### config.mk
export PLATFORM = sky130hd
export DESIGN_NAME = memory_select
export DESIGN_NICKNAME = d
export VERILOG_FILES = /design/src/rtl/memory_select_pkg.sv /design/src/rtl/memory_select_ram.sv /design/src/rtl/memory_select.sv
export SDC_FILE = /design/constraint.sdc
export NUM_CORES = 1
export LEC_CHECK = 0
export BUFFER_PORTS_ARGS = -buffer_cell sky130_fd_sc_hd__clkbuf_2
export CORE_MARGIN = 2
export CORE_UTILIZATION = 55
export CTS_CLUSTER_DIAMETER = 60
export DETAILED_ROUTE_END_ITERATION = 6
export GPL_TIMING_DRIVEN = 0
export PLACE_DENSITY = 0.71
export SYNTH_ARGS = -nofsm -noshare
export SYNTH_HDL_FRONTEND = slang
export SYNTH_HIERARCHICAL = 1
export SYNTH_SLANG_ARGS = --single-unit
### constraint.sdc
create_clock -name clk -period 7 [get_ports clk]
set_input_delay 1.4 -clock clk [delete_from_list [all_inputs] [get_ports clk]]
set_output_delay 1.4 -clock clk [all_outputs]
set_load 0.01 [all_outputs]
### src/rtl/memory_select_pkg.sv
// Shared definitions for the FDE address-select unit: phase encoding and default widths.
package memory_select_pkg;

   localparam int ADDRESS_BITS_DEF = 5;
   localparam int DATA_BITS_DEF    = 8;

   typedef enum logic [1:0] {
      FDE_FETCH   = 2'd0,
      FDE_DECODE  = 2'd1,
      FDE_EXECUTE = 2'd2,
      FDE_RSVD    = 2'd3
   } fde_state_t;

endpackage

### src/rtl/memory_select_ram.sv
// Single-port RAM with registered read, read-first on a same-address write.
// Latency: data_out shows mem[address] one edge after address is presented.
// Backpressure: none; a read and an optional write happen on every edge.
module memory_select_ram #(
   parameter int ADDRESS_BITS = memory_select_pkg::ADDRESS_BITS_DEF,
   parameter int DATA_BITS    = memory_select_pkg::DATA_BITS_DEF
) (
   input  logic                    clk,
   input  logic                    rst_n,
   input  logic                    w_enable,
   input  logic [ADDRESS_BITS-1:0] address,
   input  logic [DATA_BITS-1:0]    data_in,
   output logic [DATA_BITS-1:0]    data_out
);

   localparam int DEPTH = 2 ** ADDRESS_BITS;

   logic [DATA_BITS-1:0] mem [DEPTH];

   // Contents survive reset; only the read register clears, and writes are
   // blocked on any edge seen while reset is held.
   always_ff @(posedge clk or negedge rst_n) begin
      if (!rst_n) begin
         data_out <= '0;
      end else begin
         data_out <= mem[address];
         if (w_enable) begin
            mem[address] <= data_in;
         end
      end
   end

endmodule

### src/rtl/memory_select.sv
// Fetch/decode/execute sequencer driving a 4:1 address mux into a registered-read RAM.
// Latency: data_out carries the word for the phase that was active before the last edge.
// Backpressure: enable low freezes the phase; the RAM keeps re-reading the held address.
module memory_select
   import memory_select_pkg::*;
#(
   parameter int ADDRESS_BITS = ADDRESS_BITS_DEF,
   parameter int DATA_BITS    = DATA_BITS_DEF
) (
   input  logic                    clk,
   input  logic                    rst_n,
   input  logic                    enable,
   input  logic                    w_enable,
   input  logic [ADDRESS_BITS-1:0] addr_a,
   input  logic [ADDRESS_BITS-1:0] addr_b,
   input  logic [ADDRESS_BITS-1:0] addr_c,
   input  logic [ADDRESS_BITS-1:0] addr_d,
   input  logic [DATA_BITS-1:0]    data_in,
   output logic [1:0]              fde_state,
   output logic                    fetch,
   output logic                    decode,
   output logic                    execute,
   output logic [ADDRESS_BITS-1:0] address,
   output logic [DATA_BITS-1:0]    data_out
);

   fde_state_t state, state_nxt;

   always_ff @(posedge clk or negedge rst_n) begin
      if (!rst_n) begin
         state <= FDE_FETCH;
      end else begin
         state <= state_nxt;
      end
   end

   always_comb begin
      state_nxt = state;
      fetch     = 1'b0;
      decode    = 1'b0;
      execute   = 1'b0;
      address   = addr_a;
      case (state)
         FDE_FETCH: begin
            fetch   = 1'b1;
            address = addr_a;
            if (enable) state_nxt = FDE_DECODE;
         end
         FDE_DECODE: begin
            decode  = 1'b1;
            address = addr_b;
            if (enable) state_nxt = FDE_EXECUTE;
         end
         FDE_EXECUTE: begin
            execute = 1'b1;
            address = addr_c;
            if (enable) state_nxt = FDE_FETCH;
         end
         FDE_RSVD: begin
            // Unreachable code; recover to FETCH unconditionally.
            address   = addr_d;
            state_nxt = FDE_FETCH;
         end
      endcase
   end

   assign fde_state = state;

   memory_select_ram #(
      .ADDRESS_BITS (ADDRESS_BITS),
      .DATA_BITS    (DATA_BITS)
   ) u_ram (
      .clk      (clk),
      .rst_n    (rst_n),
      .w_enable (w_enable),
      .address  (address),
      .data_in  (data_in),
      .data_out (data_out)
   );

endmodule

After elaboration in Yosys (flattened, before gate mapping)
Memories as Yosys holds them, arrays and structs flattened. A register that Yosys moved wholly into a read port is not among the register bits.
Cells that the tools add are included.
{ "totals": {"regBits": 2, "latch_bits": 0, "ram_bits": 256, "rom_bits": 0, "inputBits": 32, "out_inout_bits": 18, "wordCells": 22, "memories": 1} }
{ "memory_table": {"columns": ["name", "words", "word_bits", "rd", "rd_clocked_by_memory_dff", "write_ports", "line", "text"], "rows": [
  ["u_ram.mem", 32, 8, 1, 1, 1, "memory_select_ram.sv:18", "logic [DATA_BITS-1:0] mem [DEPTH];"]
]} }
{ "op_classes": {"addsub": 0, "n_mul": 0, "div": 0, "magnitude_cmp": 0, "n_eq_ne": 6, "shifts": 0, "muxes": 10, "bitwise": 0, "reduce_logical": 4} }
{ "ops": {"columns": ["cell", "count"], "rows": [
  ["one-hot mux 5 bit (4 select lines)", 1],
  ["one-hot mux 2 bit (4 select lines)", 1],
  ["two-way mux 2 bit", 3],
  ["inequality test 2 bit, second input constant", 3],
  ["two-way mux 1 bit", 5],
  ["equality test 2 bit, second input constant", 2],
  ["AND reduction 3 bit", 1],
  ["equality test 2 x 1 -> 1 bit, second input constant", 1],
  ["logical NOT 2 bit", 1],
  ["logical AND 1 bit", 1],
  ["logical NOT 1 bit", 1]
]} }

Longest topological paths before layout
Gate-level depths: netlist of run 1.
{ "depth": {"ltp_word": 3, "depth_mapped": 9, "depth_no_buf": 5} }

Cells and area by module
Netlist of run 1, hierarchy kept.
{ "modules_own_cells": {"columns": ["mod", "instances", "cells_per_inst", "area_each_um2", "seq_area_each_um2"], "rows": [
  ["memory_select_ram", 1, 579, 10243.6, 7887.6],
  ["memory_select", 1, 15, 219.0, 50.0]
]} }

Least setup slack after synthesis of run 1
Ideal clock, no wire load.
{ "synth_timing": {"kind": "input to register", "from": "input port addr_d[1]", "to": "memory u_ram/mem[25][0] (netlist bit) (enable)", "setup_time_ns": 0.383, "arrival_ns": 3.295, "t_required_ns": 6.617, "setup_slack_ns": 3.321, "stages": 7, "path_buffers": 3, "path_cell_list": "mux4_2 clkbuf_1 buf_2 buf_2 nor2_1 nand2_1 nor3_1"} }
{ "synth_via": {"elab_chain_cells": 1} }
{ "synth_lines": {"columns": ["item", "line", "text"], "rows": [
  ["from (decl)", "memory_select.sv:17", "input logic [ADDRESS_BITS-1:0] addr_d,"],
  ["one-hot mux 5 bit (4 select lines)", "memory_select.sv:43", "case (state)"],
  ["to (decl)", "memory_select_ram.sv:18", null]
]} }
No other way between the ends.

Worst setup path in the final report of run 1
{ "layout_timing": {"from": "input port addr_b[1]", "to": "memory u_ram/mem[27][1] (netlist bit) (enable)"} }
{ "layout_via": {"elab_chain_cells": 1} }
{ "layout_lines": {"columns": ["item", "line", "text"], "rows": [
  ["from (decl)", "memory_select.sv:15", "input logic [ADDRESS_BITS-1:0] addr_b,"],
  ["one-hot mux 5 bit (4 select lines)", "memory_select.sv:43", null]
]} }
No other way between the ends.

==> flow_summary.toml, run 1 <==
[cts]
clk_latency_ns = 0.53
cts.sinks = 266
cts_setup_buffers = 0
cts_tree = "yes"
post_cts_resized = 0
cts_made_buffers = 26
clockBufferDepth = 3
cts_hold_buf = 0
clock-root-buffer = "clkbuf_16"
cts_max_level = 1
path_clk_slew_ns = 0.06

[floorplanning]
rows = 50
die_area_um2 = 20140
die_w_um = 141.9
core-area_um2 = 18710
die_y_um = 141.9
start_util_pct = 55.93
num_io_pins = 50

[global_route]
grt_start_max_net_pins = 33
gr-total-overflow = 0
grt_pass1_wl_um = 34180
antenna_found_initial = 0
grt_pass1_vias = 5734
grt_use_total_pct = 23.33

[pwr]
ir_drop_mv = 0.2545
leakagePower_nw = 4.186
power.density_nw_per_um2 = 385.2

[timing]
fmax_mhz = 245.3
layout_min_cycle_time_ns = 4.077
finalHoldViolations = 0
slew_headroom_pct = 11.04
tns_ns = 0
worstMarginPinSlew_ns = 1.324
maxSlewViolCount = 0
skew_ns = 0.02186
final.period_utilization_pct = 58.24
rsz0062_at_grt = "false"
final-setup-viol-count = 0

[finish]
syn_to_final_growth_pct = 13.16
layout_common_cells = "edfxtp_1 (256), mux2i_1 (128), o22ai_1 (64), clkbuf_2 (49), nor2_1 (33)"
final_common_cell = "edfxtp_1"
fin_area_um2 = 11840
nets = 703
seq_area_um2 = 7938
nFillCells = 1307
diodes = 0
drive_gt1_share_pct = 17.10
multi_input_area_um2 = 2336

[worst_setup_path]
end_kind = "flip-flop"
worst_setup_path_start_kind = "primary input"
crit_family = "simple AND/OR/NAND/NOR gates"
cp.arrival_ns = 4.21
cpPeakStageDelay_ns = 1.04
path_buf_inv = 4
worstPathRequired_ns = 7.13
cp_cell_sequence = "clkbuf_2 > mux4_2 > clkbuf_1 > buf_2 > buf_2 > nand4_1 > nor3_1"
crit_path_top_delay_cell = "nor3_1"
critPathKind = "in -> reg"
cpMostUsedCell = "buf_2"
crit_fanout = 10

[placement]
place_area_um2 = 11000
hpwl_um = 15110
place.gp.congestion = 0.9156
port_buffers = 49

[yosys]
syn_nets = 626
synth_seq_cells = 266
synth_top_area_share_pct = 73.48
netlist_top_cells_area = "edfxtp_1 (73%), mux2i_1 (12%), o22ai_1 (3.8%), dfrtp_1 (2.4%), nor2_1 (1.2%)"
synthDistinctLibCells = 27
yosys_warnings = 6
synth_ff_type = "edfxtp_1"
postSynth.asyncResetShare_pct = 3.759
synth_cells = 594
syn_avg_cell_area_um2 = 17.61
yosys.area.top_type = "edfxtp_1"
synth_seq_area_share_pct = 75.87
syn_area_um2 = 10460
synth-edff-count = 256

[drt]
drtAntennaViolNets = 0
totalWireLength_um = 22950
drt_iter0_markers = 595
post-route-drc-count = 0
viasPerCell = 6.279
drt_first_pass_iters = 6
vias = 5802
post_drt_wl_per_cell_um = 24.83

[worst_hold_path]
hp-class = "reg -> reg"

[run_status]
status = "finished, final reports clean"

[job]
maxCapViolCount = 0
-- per-stage QoR --
step	utilization, %	hold slack [ns]	setup WS, ns	instances	power, W
global placement	58.81	0.6212	2.542	877	0.003176
finish	63.29	0.6669	2.923	924	0.004560
CTS	63.29	0.6623	3.020	924	0.004553
detailed placement	58.81	0.6508	2.511	877	0.003198
global route	63.29	0.7051	2.762	924	0.004714
floorplan	-	0.5825	3.321	594	0.002761
-- worst reg2reg max path, stage by stage (launching register included) --
cell and delay, ns:
dfrtp_1 0.38, buf_6 0.15, mux4_2 0.34, clkbuf_1 0.31
buf_2 0.27, buf_2 0.36, nand4_1 0.51, nor3_1 1.04
-- cell type report --
cell class / count / share of cell area (%)
clock inverter: 11 / 1.089
multi-input combinational: 291 / 19.73
tap: 234 / 2.473
sequential: 266 / 67.05
buffer: 37 / 1.596
timing repair buffer: 49 / 2.071
clock buffer: 36 / 5.992
-- where the power goes --
part           internal [W]  switching [W]
Clock              0.000816       0.000548
Combinational      0.000498       0.000849
Sequential          0.00183      0.0000209
-- kinds of logic (layout without fill, tap and decap cells) --
group / Yosys count / in the layout / synth area share [%]
xor+xnor: 1 / 1 / 0.08373
buf+inv: 37 / 133 / 1.806
mux: 134 / 134 / 13.43
simple gates: 92 / 92 / 4.987
flops: 266 / 266 / 75.87
compound gates: 64 / 64 / 3.827
-- path summary, 6_finish.rpt --
path                                               start                           to  slack, ns  cells past startpoint
worst max-delay path                           addr_b[1]   u_ram/mem[27][1]$_DFFE_PP_       2.92                      7
worst min-delay path            fde_state[1]$_DFFE_PN0P_     fde_state[0]$_DFFE_PN0P_       0.67                      2
worst max register to register  fde_state[0]$_DFFE_PN0P_   u_ram/mem[27][1]$_DFFE_PP_       3.23                      7
worst min register to register  fde_state[1]$_DFFE_PN0P_     fde_state[0]$_DFFE_PN0P_       0.67                      2
max in group asynchronous                          rst_n  u_ram/data_out[4]$_DFF_PN0_       5.90                      1
min in group asynchronous                          rst_n     fde_state[1]$_DFFE_PN0P_       0.79                      1
-- synth_stat cells, types with 3 or more instances --
master,number
buf_1,3
buf_2,22
buf_6,3
clkbuf_1,9
dfrtp_1,10
edfxtp_1,256
mux2i_1,128
mux4_2,5
nand2_1,13
nand4b_1,4
nand4bb_1,5
nor2_1,33
nor3_1,4
nor4_1,16
o22ai_1,64
or4b_1,3
-- flip-flops by register name, indices dropped and copies added, names as in the netlist --
signal and flops:
u_ram/mem 256, u_ram/data_out 8, fde_state 2
-- per-layer routing --
metal,vias up,GRT usage [%],routed length (um)
met5,-,0,0
met4,0,6.474,563
met3,47,4.185,1697
met2,228,38.53,11110
met1,2975,32.48,9579
li1,2552,-,-
(Power assumes the default switching activity.)
==> inputs of run 2 (changes only) <==
==> constraint.sdc (replaced) <==
create_clock -name clk -period 3.8 [get_ports clk]
set_input_delay 0.76 -clock clk [delete_from_list [all_inputs] [get_ports clk]]
set_output_delay 0.76 -clock clk [all_outputs]
set_load 0.01 [all_outputs]
==> run 2 against run 1 <==
Compared with the run above:
- die area is the same
- non-clock buffer count unchanged
- final area about the same
- worst hold slack worse by 0.51 ns
- sequential power up 84%
- clock power up 85%
- combinational power grew 84%
- critical path type is now reg -> reg
- largest power group unchanged
- highest routed layer unchanged
==> flow_summary.toml, run 2 (same netlist as run 1, synthesis figures left out) <==
[run_status]
status = "finished, final reports clean"

[pwr]
power_switching_share_pct = 31.09
leakagePower_nw = 4.188
pwr-share-comb_pct = 29.6
ir_drop_mv = 0.4694
intPower_w = 0.005787
power_w = 0.008399
p_sw_w = 0.002611
power.density_nw_per_um2 = 708.8
seqPwrFrac_pct = 40.6
clockPowerShare_pct = 29.9

[timing]
slew_headroom_pct = 12.38
maxSlewViolCount = 0
hold_slack_ns = 0.1594
layout_min_cycle_time_ns = 3.561
rsz0062_at_grt = "false"
skew_ns = 0.01907
final-setup-viol-count = 0
finalHoldViolations = 0
worstMarginPinSlew_ns = 1.304
worst_slack_ns = 0.2385
fmax_mhz = 280.8
final.period_utilization_pct = 93.72

[finish]
top_register = "u_ram/mem"
final_common_cell = "edfxtp_1"
fin_util_pct = 63.34
fin_area_um2 = 11850
diodes = 0
nets = 703
drive_gt1_share_pct = 17.39
largest_reg_flops = 256
layout_common_cells = "edfxtp_1 (256), mux2i_1 (128), o22ai_1 (64), clkbuf_2 (49), nor2_1 (33)"
syn_to_final_growth_pct = 13.25

[global_route]
antenna_found_initial = 0
grt_use_total_pct = 23.33
grt_start_max_net_pins = 33
grt_pass1_vias = 5734
gr-total-overflow = 0
grt_pass1_wl_um = 34180

[cts]
cts_hold_buf = 0
cts_setup_buffers = 0
clk_latency_ns = 0.53
clock-root-buffer = "clkbuf_16"
clockBufferDepth = 3
cts_tree = "yes"
cts_made_buffers = 26
path_clk_slew_ns = 0.06
cts.sinks = 266
cts_max_level = 1
post_cts_resized = 0

[worst_setup_path]
critPathLaunch = "fde_state[0]$_DFFE_PN0P_"
cp_cell_sequence = "buf_6 > mux4_2 > clkbuf_1 > buf_2 > buf_2 > nand4_1 > nor2_1"
crit_path_top_delay_cell = "nor2_1"
worst_setup_path_start_kind = "flip-flop"
cp-endpoint = "u_ram/mem[7][5]$_DFFE_PP_"
crit_fanout = 10
end_kind = "flip-flop"
crit-reg2reg-capture = "u_ram/mem[7][5]$_DFFE_PP_"
critPathKind = "reg -> reg"
r2r_cells = 7
r2r_start = "fde_state[0]$_DFFE_PN0P_"
worstPathRequired_ns = 3.94
r2r_slack_ns = 0.24
cpMostUsedCell = "buf_2"
cp.arrival_ns = 3.70
cpPeakStageDelay_ns = 0.82

[floorplanning]
die_area_um2 = 20140
die_y_um = 141.9
start_util_pct = 55.93
rows = 50
die_w_um = 141.9
num_io_pins = 50
core-area_um2 = 18710

[drt]
post-route-drc-count = 0
drt_iter0_markers = 542
viasPerCell = 6.274
drt_first_pass_iters = 5
totalWireLength_um = 23000
vias = 5797
drtAntennaViolNets = 0
post_drt_wl_per_cell_um = 24.89

[placement]
place_area_um2 = 11000
hpwl_um = 15110
place_ws_ns = -0.04881
port_buffers = 49
place.gp.congestion = 0.9156

[worst_hold_path]
hp-class = "in -> async"

[job]
maxCapViolCount = 0
[run 2: cell counts in the layout (fill, tap and decap cells not counted)]
Identical to the previous run, type by type.
[run 2: per-layer routing]
layer  share of wire (%)  routed length, um  vias up  track usage [%]
li1                    -                  -     2546                -
met1                  41               9519     2965            32.48
met2                  48              11080      233            38.53
met3                 7.8               1802       53            4.185
met4                 2.6                595        0            6.474
met5                   0                  0        -                0
[run 2: area by class of cell]
cell class / instances / area (um2)
buffer: 37 / 188.9
clock buffer: 36 / 709.4
clock inverter: 11 / 128.9
fill: 1307 / 6857
multi-input combinational: 291 / 2346
sequential: 266 / 7938
tap: 234 / 292.8
timing repair buffer: 49 / 245.2
[run 2: through the flow]
| step | std cells | TNS (ns) |
|---|---|---|
| 4_1_cts | 924 | 0 |
| 6_report | 924 | 0 |
| 3_3_place_gp | 877 | -0.1421 |
| 2_1_floorplan | 594 | 0 |
| 3_5_place_dp | 877 | -0.3890 |
| 5_1_grt | 924 | 0 |
[run 2: worst min path at each step]
stage | startpoint | endpoint | cells past startpoint
floorplan | rst_n | fde_state[0]$_DFFE_PN0P_ | 0
global route | rst_n | u_ram/data_out[7]$_DFF_PN0_ | 1
detailed placement | fde_state[1]$_DFFE_PN0P_ | fde_state[0]$_DFFE_PN0P_ | 2
global placement | fde_state[1]$_DFFE_PN0P_ | fde_state[0]$_DFFE_PN0P_ | 2
finish | rst_n | fde_state[1]$_DFFE_PN0P_ | 1
CTS | rst_n | u_ram/data_out[7]$_DFF_PN0_ | 1
[run 2: critical path, delay by kind of cell, from the launching register on]
kind | cells | cell delay (ns)
buf+inv | 4 | 1.10
simple gates | 2 | 1.34
mux | 1 | 0.34
flops | 1 | 0.38
[run 2: power groups by stage]
stage          Combinational, W  Clock [W]  Sequential, W
6_report                0.00248    0.00251        0.00341
5_1_grt                 0.00261    0.00267        0.00341
4_1_cts                 0.00244    0.00254        0.00341
3_5_place_dp            0.00243          0        0.00347
3_3_place_gp            0.00239          0        0.00346
2_1_floorplan           0.00160          0        0.00348
